## src/rtl/amdc_ecs_sample_averager_if.sv

```systemverilog
// amdc_ecs_sample_averager_if: raw ADC sample stream in, averaged result stream out
interface amdc_ecs_sample_averager_if #(
  parameter int DATA_W = 18,
  parameter int CNT_W  = 16
);
  logic              adc_done;
  logic [DATA_W-1:0] adc_data_x;
  logic [DATA_W-1:0] adc_data_y;
  logic [DATA_W-1:0] out_x;
  logic [DATA_W-1:0] out_y;
  logic              out_valid;
  logic [CNT_W-1:0]  out_count;
  modport master (
    output adc_done, adc_data_x, adc_data_y,
    input  out_x, out_y, out_valid, out_count
  );
  modport slave (
    input  adc_done, adc_data_x, adc_data_y,
    output out_x, out_y, out_valid, out_count
  );
endinterface

```

## src/rtl/amdc_ecs_sample_averager.sv

```systemverilog
// amdc_ecs_sample_averager: offset-corrected, saturating power-of-two block averager for ECS X/Y samples
module amdc_ecs_sample_averager #(
  parameter int DATA_W       = 18,
  parameter int MAX_LOG2_AVG = 4,
  parameter int CNT_W        = 16
) (
  input  logic                      clk,
  input  logic                      rst_n,
  amdc_ecs_sample_averager_if.slave bus,
  input  logic [DATA_W-1:0]         offset_x,
  input  logic [DATA_W-1:0]         offset_y,
  input  logic [2:0]                avg_log2,
  input  logic                      clear,
  output logic                      sat_x,
  output logic                      sat_y
);
  localparam int ACC_W = DATA_W + MAX_LOG2_AVG;
  localparam logic [2:0] L_MAX = 3'(MAX_LOG2_AVG);
  typedef enum logic {FILL, EMIT} state_t;
  state_t state, state_next;
  logic done_q, new_sample, s1_valid, ovf_x, ovf_y, last, emit;
  logic [DATA_W:0] diff_x, diff_y;
  logic [DATA_W-1:0] corr_x, corr_y, avg_x, avg_y;
  logic signed [ACC_W-1:0] acc_x, acc_y, sum_x, sum_y;
  logic [MAX_LOG2_AVG-1:0] cnt;
  logic [2:0] l_q, l_new, l_cur;
  assign new_sample = bus.adc_done & ~done_q;
  assign diff_x = {bus.adc_data_x[DATA_W-1], bus.adc_data_x} - {offset_x[DATA_W-1], offset_x};
  assign diff_y = {bus.adc_data_y[DATA_W-1], bus.adc_data_y} - {offset_y[DATA_W-1], offset_y};
  assign ovf_x = diff_x[DATA_W] ^ diff_x[DATA_W-1];
  assign ovf_y = diff_y[DATA_W] ^ diff_y[DATA_W-1];
  // The first sample of a block picks up the live exponent; later samples reuse the latched one
  assign l_new = avg_log2 > L_MAX ? L_MAX : avg_log2;
  assign l_cur = cnt == '0 ? l_new : l_q;
  assign last = cnt == ~({MAX_LOG2_AVG{1'b1}} << l_cur);
  assign sum_x = acc_x + {{MAX_LOG2_AVG{corr_x[DATA_W-1]}}, corr_x};
  assign sum_y = acc_y + {{MAX_LOG2_AVG{corr_y[DATA_W-1]}}, corr_y};
  assign avg_x = DATA_W'(sum_x >>> l_cur);
  assign avg_y = DATA_W'(sum_y >>> l_cur);
  assign emit = s1_valid & last & ~clear;
  assign bus.out_valid = state == EMIT;
  always_ff @(posedge clk or negedge rst_n)
    if (!rst_n) state <= FILL;
    else state <= state_next;
  always_comb begin
    state_next = FILL;
    state_next = emit ? EMIT : state_next;
  end
  always_ff @(posedge clk or negedge rst_n) begin
    if (!rst_n) begin
      done_q        <= 1'b0;
      s1_valid      <= 1'b0;
      corr_x        <= '0;
      corr_y        <= '0;
      sat_x         <= 1'b0;
      sat_y         <= 1'b0;
      acc_x         <= '0;
      acc_y         <= '0;
      cnt           <= '0;
      l_q           <= '0;
      bus.out_x     <= '0;
      bus.out_y     <= '0;
      bus.out_count <= '0;
    end else begin
      done_q <= bus.adc_done;
      if (clear) begin
        s1_valid <= 1'b0;
        sat_x    <= 1'b0;
        sat_y    <= 1'b0;
        acc_x    <= '0;
        acc_y    <= '0;
        cnt      <= '0;
      end else begin
        s1_valid <= new_sample;
        if (new_sample) begin
          corr_x <= ovf_x ? {diff_x[DATA_W], {(DATA_W-1){~diff_x[DATA_W]}}} : diff_x[DATA_W-1:0];
          corr_y <= ovf_y ? {diff_y[DATA_W], {(DATA_W-1){~diff_y[DATA_W]}}} : diff_y[DATA_W-1:0];
          sat_x  <= sat_x | ovf_x;
          sat_y  <= sat_y | ovf_y;
        end
        if (s1_valid) begin
          if (cnt == '0) l_q <= l_new;
          if (last) begin
            bus.out_x     <= avg_x;
            bus.out_y     <= avg_y;
            bus.out_count <= bus.out_count + 1'b1;
            acc_x         <= '0;
            acc_y         <= '0;
            cnt           <= '0;
          end else begin
            acc_x <= sum_x;
            acc_y <= sum_y;
            cnt   <= cnt + 1'b1;
          end
        end
      end
    end
  end
endmodule

```

## src/flat_wrapper.sv

```systemverilog
// flat-port wrapper written by rule: the top's interface ports become plain ports
module amdc_ecs_sample_averager_flat 
#(
  parameter int DATA_W       = 18,
  parameter int MAX_LOG2_AVG = 4,
  parameter int CNT_W        = 16
)
  (clk, rst_n, offset_x, offset_y, avg_log2, clear, sat_x, sat_y, bus_adc_done, bus_adc_data_x, bus_adc_data_y, bus_out_x, bus_out_y, bus_out_valid, bus_out_count);
  amdc_ecs_sample_averager_if #(.DATA_W(DATA_W), .CNT_W(CNT_W)) bus_i ();
  input  logic clk;
  input  logic rst_n;
  input  logic [DATA_W-1:0] offset_x;
  input  logic [DATA_W-1:0] offset_y;
  input  logic [2:0] avg_log2;
  input  logic clear;
  output logic sat_x;
  output logic sat_y;
  input wire logic [$bits(bus_i.adc_done)-1:0] bus_adc_done;
  input wire logic [$bits(bus_i.adc_data_x)-1:0] bus_adc_data_x;
  input wire logic [$bits(bus_i.adc_data_y)-1:0] bus_adc_data_y;
  output wire logic [$bits(bus_i.out_x)-1:0] bus_out_x;
  output wire logic [$bits(bus_i.out_y)-1:0] bus_out_y;
  output wire logic [$bits(bus_i.out_valid)-1:0] bus_out_valid;
  output wire logic [$bits(bus_i.out_count)-1:0] bus_out_count;
  assign bus_i.adc_done = bus_adc_done;
  assign bus_i.adc_data_x = bus_adc_data_x;
  assign bus_i.adc_data_y = bus_adc_data_y;
  assign bus_out_x = bus_i.out_x;
  assign bus_out_y = bus_i.out_y;
  assign bus_out_valid = bus_i.out_valid;
  assign bus_out_count = bus_i.out_count;
  amdc_ecs_sample_averager #(.DATA_W(DATA_W), .MAX_LOG2_AVG(MAX_LOG2_AVG), .CNT_W(CNT_W)) u_core (.clk(clk), .rst_n(rst_n), .bus(bus_i), .offset_x(offset_x), .offset_y(offset_y), .avg_log2(avg_log2), .clear(clear), .sat_x(sat_x), .sat_y(sat_y));
endmodule
```

## config.mk

```make
export PLATFORM = sky130hd
export DESIGN_NAME = amdc_ecs_sample_averager_flat
export DESIGN_NICKNAME = d
export VERILOG_FILES = /design/src/rtl/amdc_ecs_sample_averager_if.sv /design/src/rtl/amdc_ecs_sample_averager.sv /design/src/flat_wrapper.sv
export SDC_FILE = /design/constraint.sdc
export NUM_CORES = 1
export LEC_CHECK = 0
export CELL_PAD_IN_SITES_DETAIL_PLACEMENT = 1
export CELL_PAD_IN_SITES_GLOBAL_PLACEMENT = 2
export CORE_UTILIZATION = 35
export DETAILED_ROUTE_END_ITERATION = 10
export GPL_ROUTABILITY_DRIVEN = 0
export PLACE_DENSITY = 0.84
export SLEW_MARGIN = 5
export SYNTH_ARGS = -nofsm -noshare
export SYNTH_HDL_FRONTEND = slang
export SYNTH_SLANG_ARGS = --single-unit
```

## constraint.sdc

```tcl
create_clock -name clk -period 3.6 [get_ports clk]
set_clock_uncertainty 0.15 [all_clocks]
set_input_delay 0.72 -clock clk [delete_from_list [all_inputs] [get_ports clk]]
set_output_delay 0.72 -clock clk [all_outputs]
set_load 0.05 [all_outputs]
```

==> summary.txt <==
Outcome
  • Outcome: finished clean

STA
  • Final worst slack: 0.125 ns
  • Final TNS setup: 0 ns
  • Crit share post-route: 0.965
  • Unrepaired setup endpoints after global routing: true
  • Minimum clock period: 3.47 ns
  • Max Slew Vio Count: 0
  • Max Freq: 288 MHz
  • Setup Viol. Count Final: 0
  • Relative slew margins: 0.589
  • Worst Tran Pin Value: 0.612 ns
  • Final hold violations: 0

Final layout
  • Layout cell share with drive strength beyond 1: 0.131
  • Layout area overhead: 27.9%
  • Non-filler cells, final: 1,941
  • Post-route cell area: 14,400 µm²
  • Ant diodes: 0
  • Fin nets: 1,690

Setup path
  • Worst R2R Setup Slack: 0.13 ns
  • CP Buf/Inv Count: 1
  • Setup crit start kind: register
  • Worst path arrival time: 3.69 ns
  • Slowest-stage cell, CP: or4_1
  • WS Path Type: register to register
  • Endpoint class of the critical path: register
  • Worst reg2reg path endpoint: u_core.bus.out_x[14]$_DFFE_PN0P_
  • Largest delay share family, worst path: compound AO/OA/AOI/OAI gates
  • CP max FO: 5
  • Most frequent CP cell: o31a_1
  • CP Data Required Time: 3.81 ns
  • Reg2reg start: u_core.corr_x[0]$_DFFE_PN0P_
  • Max stage delay on crit path: 0.49 ns
  • R2R depth: 12
  • Cells along the critical path: ha_1, inv_1, fa_1, nor2b_1, o31a_1, o311a_1, o31a_1, a211oi_2, xnor2_2, nor2_1, or4_1, nand3_1

Yosys
  • Synth top cells by count: nand2_1, dfrtp_1, nor2_1
  • Synth unique cells: 83
  • Ys async rst share: 1.00
  • Number of synthesized flops with an enable pin: 0
  • Cell Area, Synth: 11,200 µm²
  • Avg Cell Area, Syn: 8.50 µm²
  • Synth top area share: 0.321
  • Syn Nets: 1,486
  • Top post-synthesis cells by area: dfrtp_1, ha_1, nand2_1, o21ai_0, xnor2_1
  • Dominant synthesized flop cell: dfrtp_1
  • Most numerous cell in the Yosys netlist: nand2_1
  • Register area share after synthesis: 0.321
  • Gate Count Post-Synth: 1,322
  • Flops & latches, synth: 144
  • Largest area contributor in the netlist: dfrtp_1
  • YS warnings: 0

Route
  • DR pass1 iterations: 5
  • Via count: 10,700
  • Initial DRC count: 506
  • WL final: 35.6 mm
  • Drt via density: 5.52
  • Detail Route Antenna Nets: 0
  • Post-DR wirelength/cell: 18.3 µm
  • DR DRC count: 0

GRT
  • Largest net degree at the start of global routing: 63
  • Total grt overflow: 0
  • Tot GR Track Use: 0.218
  • Vias in the first global route: 11,100
  • Antenna violations before repair: 0
  • First-pass GRT wire length: 58.3 mm

Hold path
  • HP Class: primary input to async pin

Place
  • Dpl ws: -0.415 ns
  • Port Buf Inserts: 133
  • Dpl cell area: 13,700 µm²
  • Detailed Place HPWL: 26.9 mm
  • Placed cell count: 1,902

Power
  • Max IR drop VDD: 316 µV
  • Lkg Pwr: 0.00674 µW
  • PwrDens: 493 nW/µm²
  • Power, Total: 7080 µW

Floorplan
  • Die Y: 181 µm
  • Row Count: 65
  • I/O Pins: 134
  • Core footprint: 31,600 µm²
  • Die ar.: 32,800 µm²
  • Chip width: 181 µm
  • Initial core utilization: 0.356

CTS
  • Cts bufs inserted: 17
  • TritonCTS clock tree: yes
  • Worst-path clk slew: 0.07 ns
  • Clock sinks: 144
  • CTS Root Cell: clkbuf_16
  • Clock H-tree levels: 4
  • Worst-Skew Late Latency: 0.43 ns
  • Max Root-Sink Buffers: 2

Run
  • Max-capacitance violation count: 0
## worst register-to-register path: stages, from the launching register on
cell      delay (ns)
dfrtp_1         0.39
ha_1            0.22
inv_1           0.08
fa_1            0.22
nor2b_1         0.09
o31a_1          0.28
o311a_1         0.42
o31a_1          0.38
a211oi_2        0.31
xnor2_2         0.21
nor2_1          0.06
or4_1           0.49
nand3_1         0.10
## power breakdown
group / internal (µW) / total (µW) / switching, µW
clock network: 902 / 1710 / 806
logic: 1300 / 3270 / 1970
registers: 1880 / 2100 / 224
## flip-flops by register name, indices dropped and copies added, names as in the netlist, 4 cells and up
name,count
u_core.bus.out_count,16
u_core.corr_y,18
u_core.bus.out_y,18
u_core.corr_x,18
u_core.bus.out_x,18
u_core.acc_x,22
u_core.cnt,4
u_core.acc_y,22
## metal layers
| metal | global-route usage | share of wire | vias up |
|---|---|---|---|
| met2 | 0.360 | 0.47 | 227 |
| met3 | 0.0214 | 0.031 | 28 |
| met1 | 0.305 | 0.49 | 5237 |
| met4 | 0.0505 | 0.010 | 0 |
| li1 | - | - | 5231 |
| met5 | 0 | 0 | - |
## how the worst max path moves through the flow
stage | from | to | cells past startpoint
global placement | bus_adc_data_x[0] | u_core.corr_x[16]$_DFFE_PN0P_ | 14
floorplan | bus_adc_data_x[0] | u_core.corr_x[11]$_DFFE_PN0P_ | 14
global route | offset_y[1] | u_core.corr_y[4]$_DFFE_PN0P_ | 15
detailed placement | bus_adc_data_x[0] | u_core.corr_x[10]$_DFFE_PN0P_ | 13
finish | u_core.corr_x[0]$_DFFE_PN0P_ | u_core.bus.out_x[14]$_DFFE_PN0P_ | 12
CTS | u_core.corr_x[0]$_DFFE_PN0P_ | u_core.bus.out_x[15]$_DFFE_PN0P_ | 12
## per-stage QoR
step	hold slack, ns	utilization
floorplan	0.274	-
CTS	0.154	0.450
global placement	0.316	0.433
detailed placement	0.320	0.433
global route	0.178	0.455
finish	0.127	0.455
## logic make-up (layout without fill, tap and decap cells)
| family | after synthesis | count (layout) | synth area share |
|---|---|---|---|
| and+or+nand+nor | 405 | 405 | 0.170 |
| muxes | 41 | 41 | 0.0413 |
| adders and majority gates | 95 | 95 | 0.106 |
| DFF | 144 | 144 | 0.321 |
| xor gates and xnor gates | 76 | 76 | 0.0593 |
| buffers and inverters | 125 | 342 | 0.0433 |
| AOI/OAI and AO/OA | 436 | 436 | 0.259 |
## final cells by class
cell class                      count  area [µm²]
Fill cell                        3708       17200
Multi-Input combinational cell   1053        7260
Sequential cell                   144        3600
Timing Repair Buffer              245        2210
Tap cell                          402         503
Clock buffer                       17         425
Inverter                           65         245
Clock inverter                     15         124
## cells in the final DEF (no fill, tap or decap), types with 16 or more instances in the layout
cell,count
nand2_1,145
dfrtp_1,143
clkdlybuf4s50_1,132
nor2_1,108
buf_4,107
o21ai_0,101
ha_1,81
a21oi_1,79
inv_1,63
xnor2_1,54
a21o_1,32
a22o_1,28
nand3_1,25
mux2i_1,25
o211ai_1,24
nor3_1,24
o21a_1,23
a31oi_1,21
xor2_1,19
nor2b_1,17
clkbuf_16,17
o31ai_1,16
## timing repair
item	in CTS	in global routing
hold buffers	0	0
endpoints found under the setup margin	0	53
resized for setup	0	28
setup buffers	0	6
(Power assumes the default switching activity.)
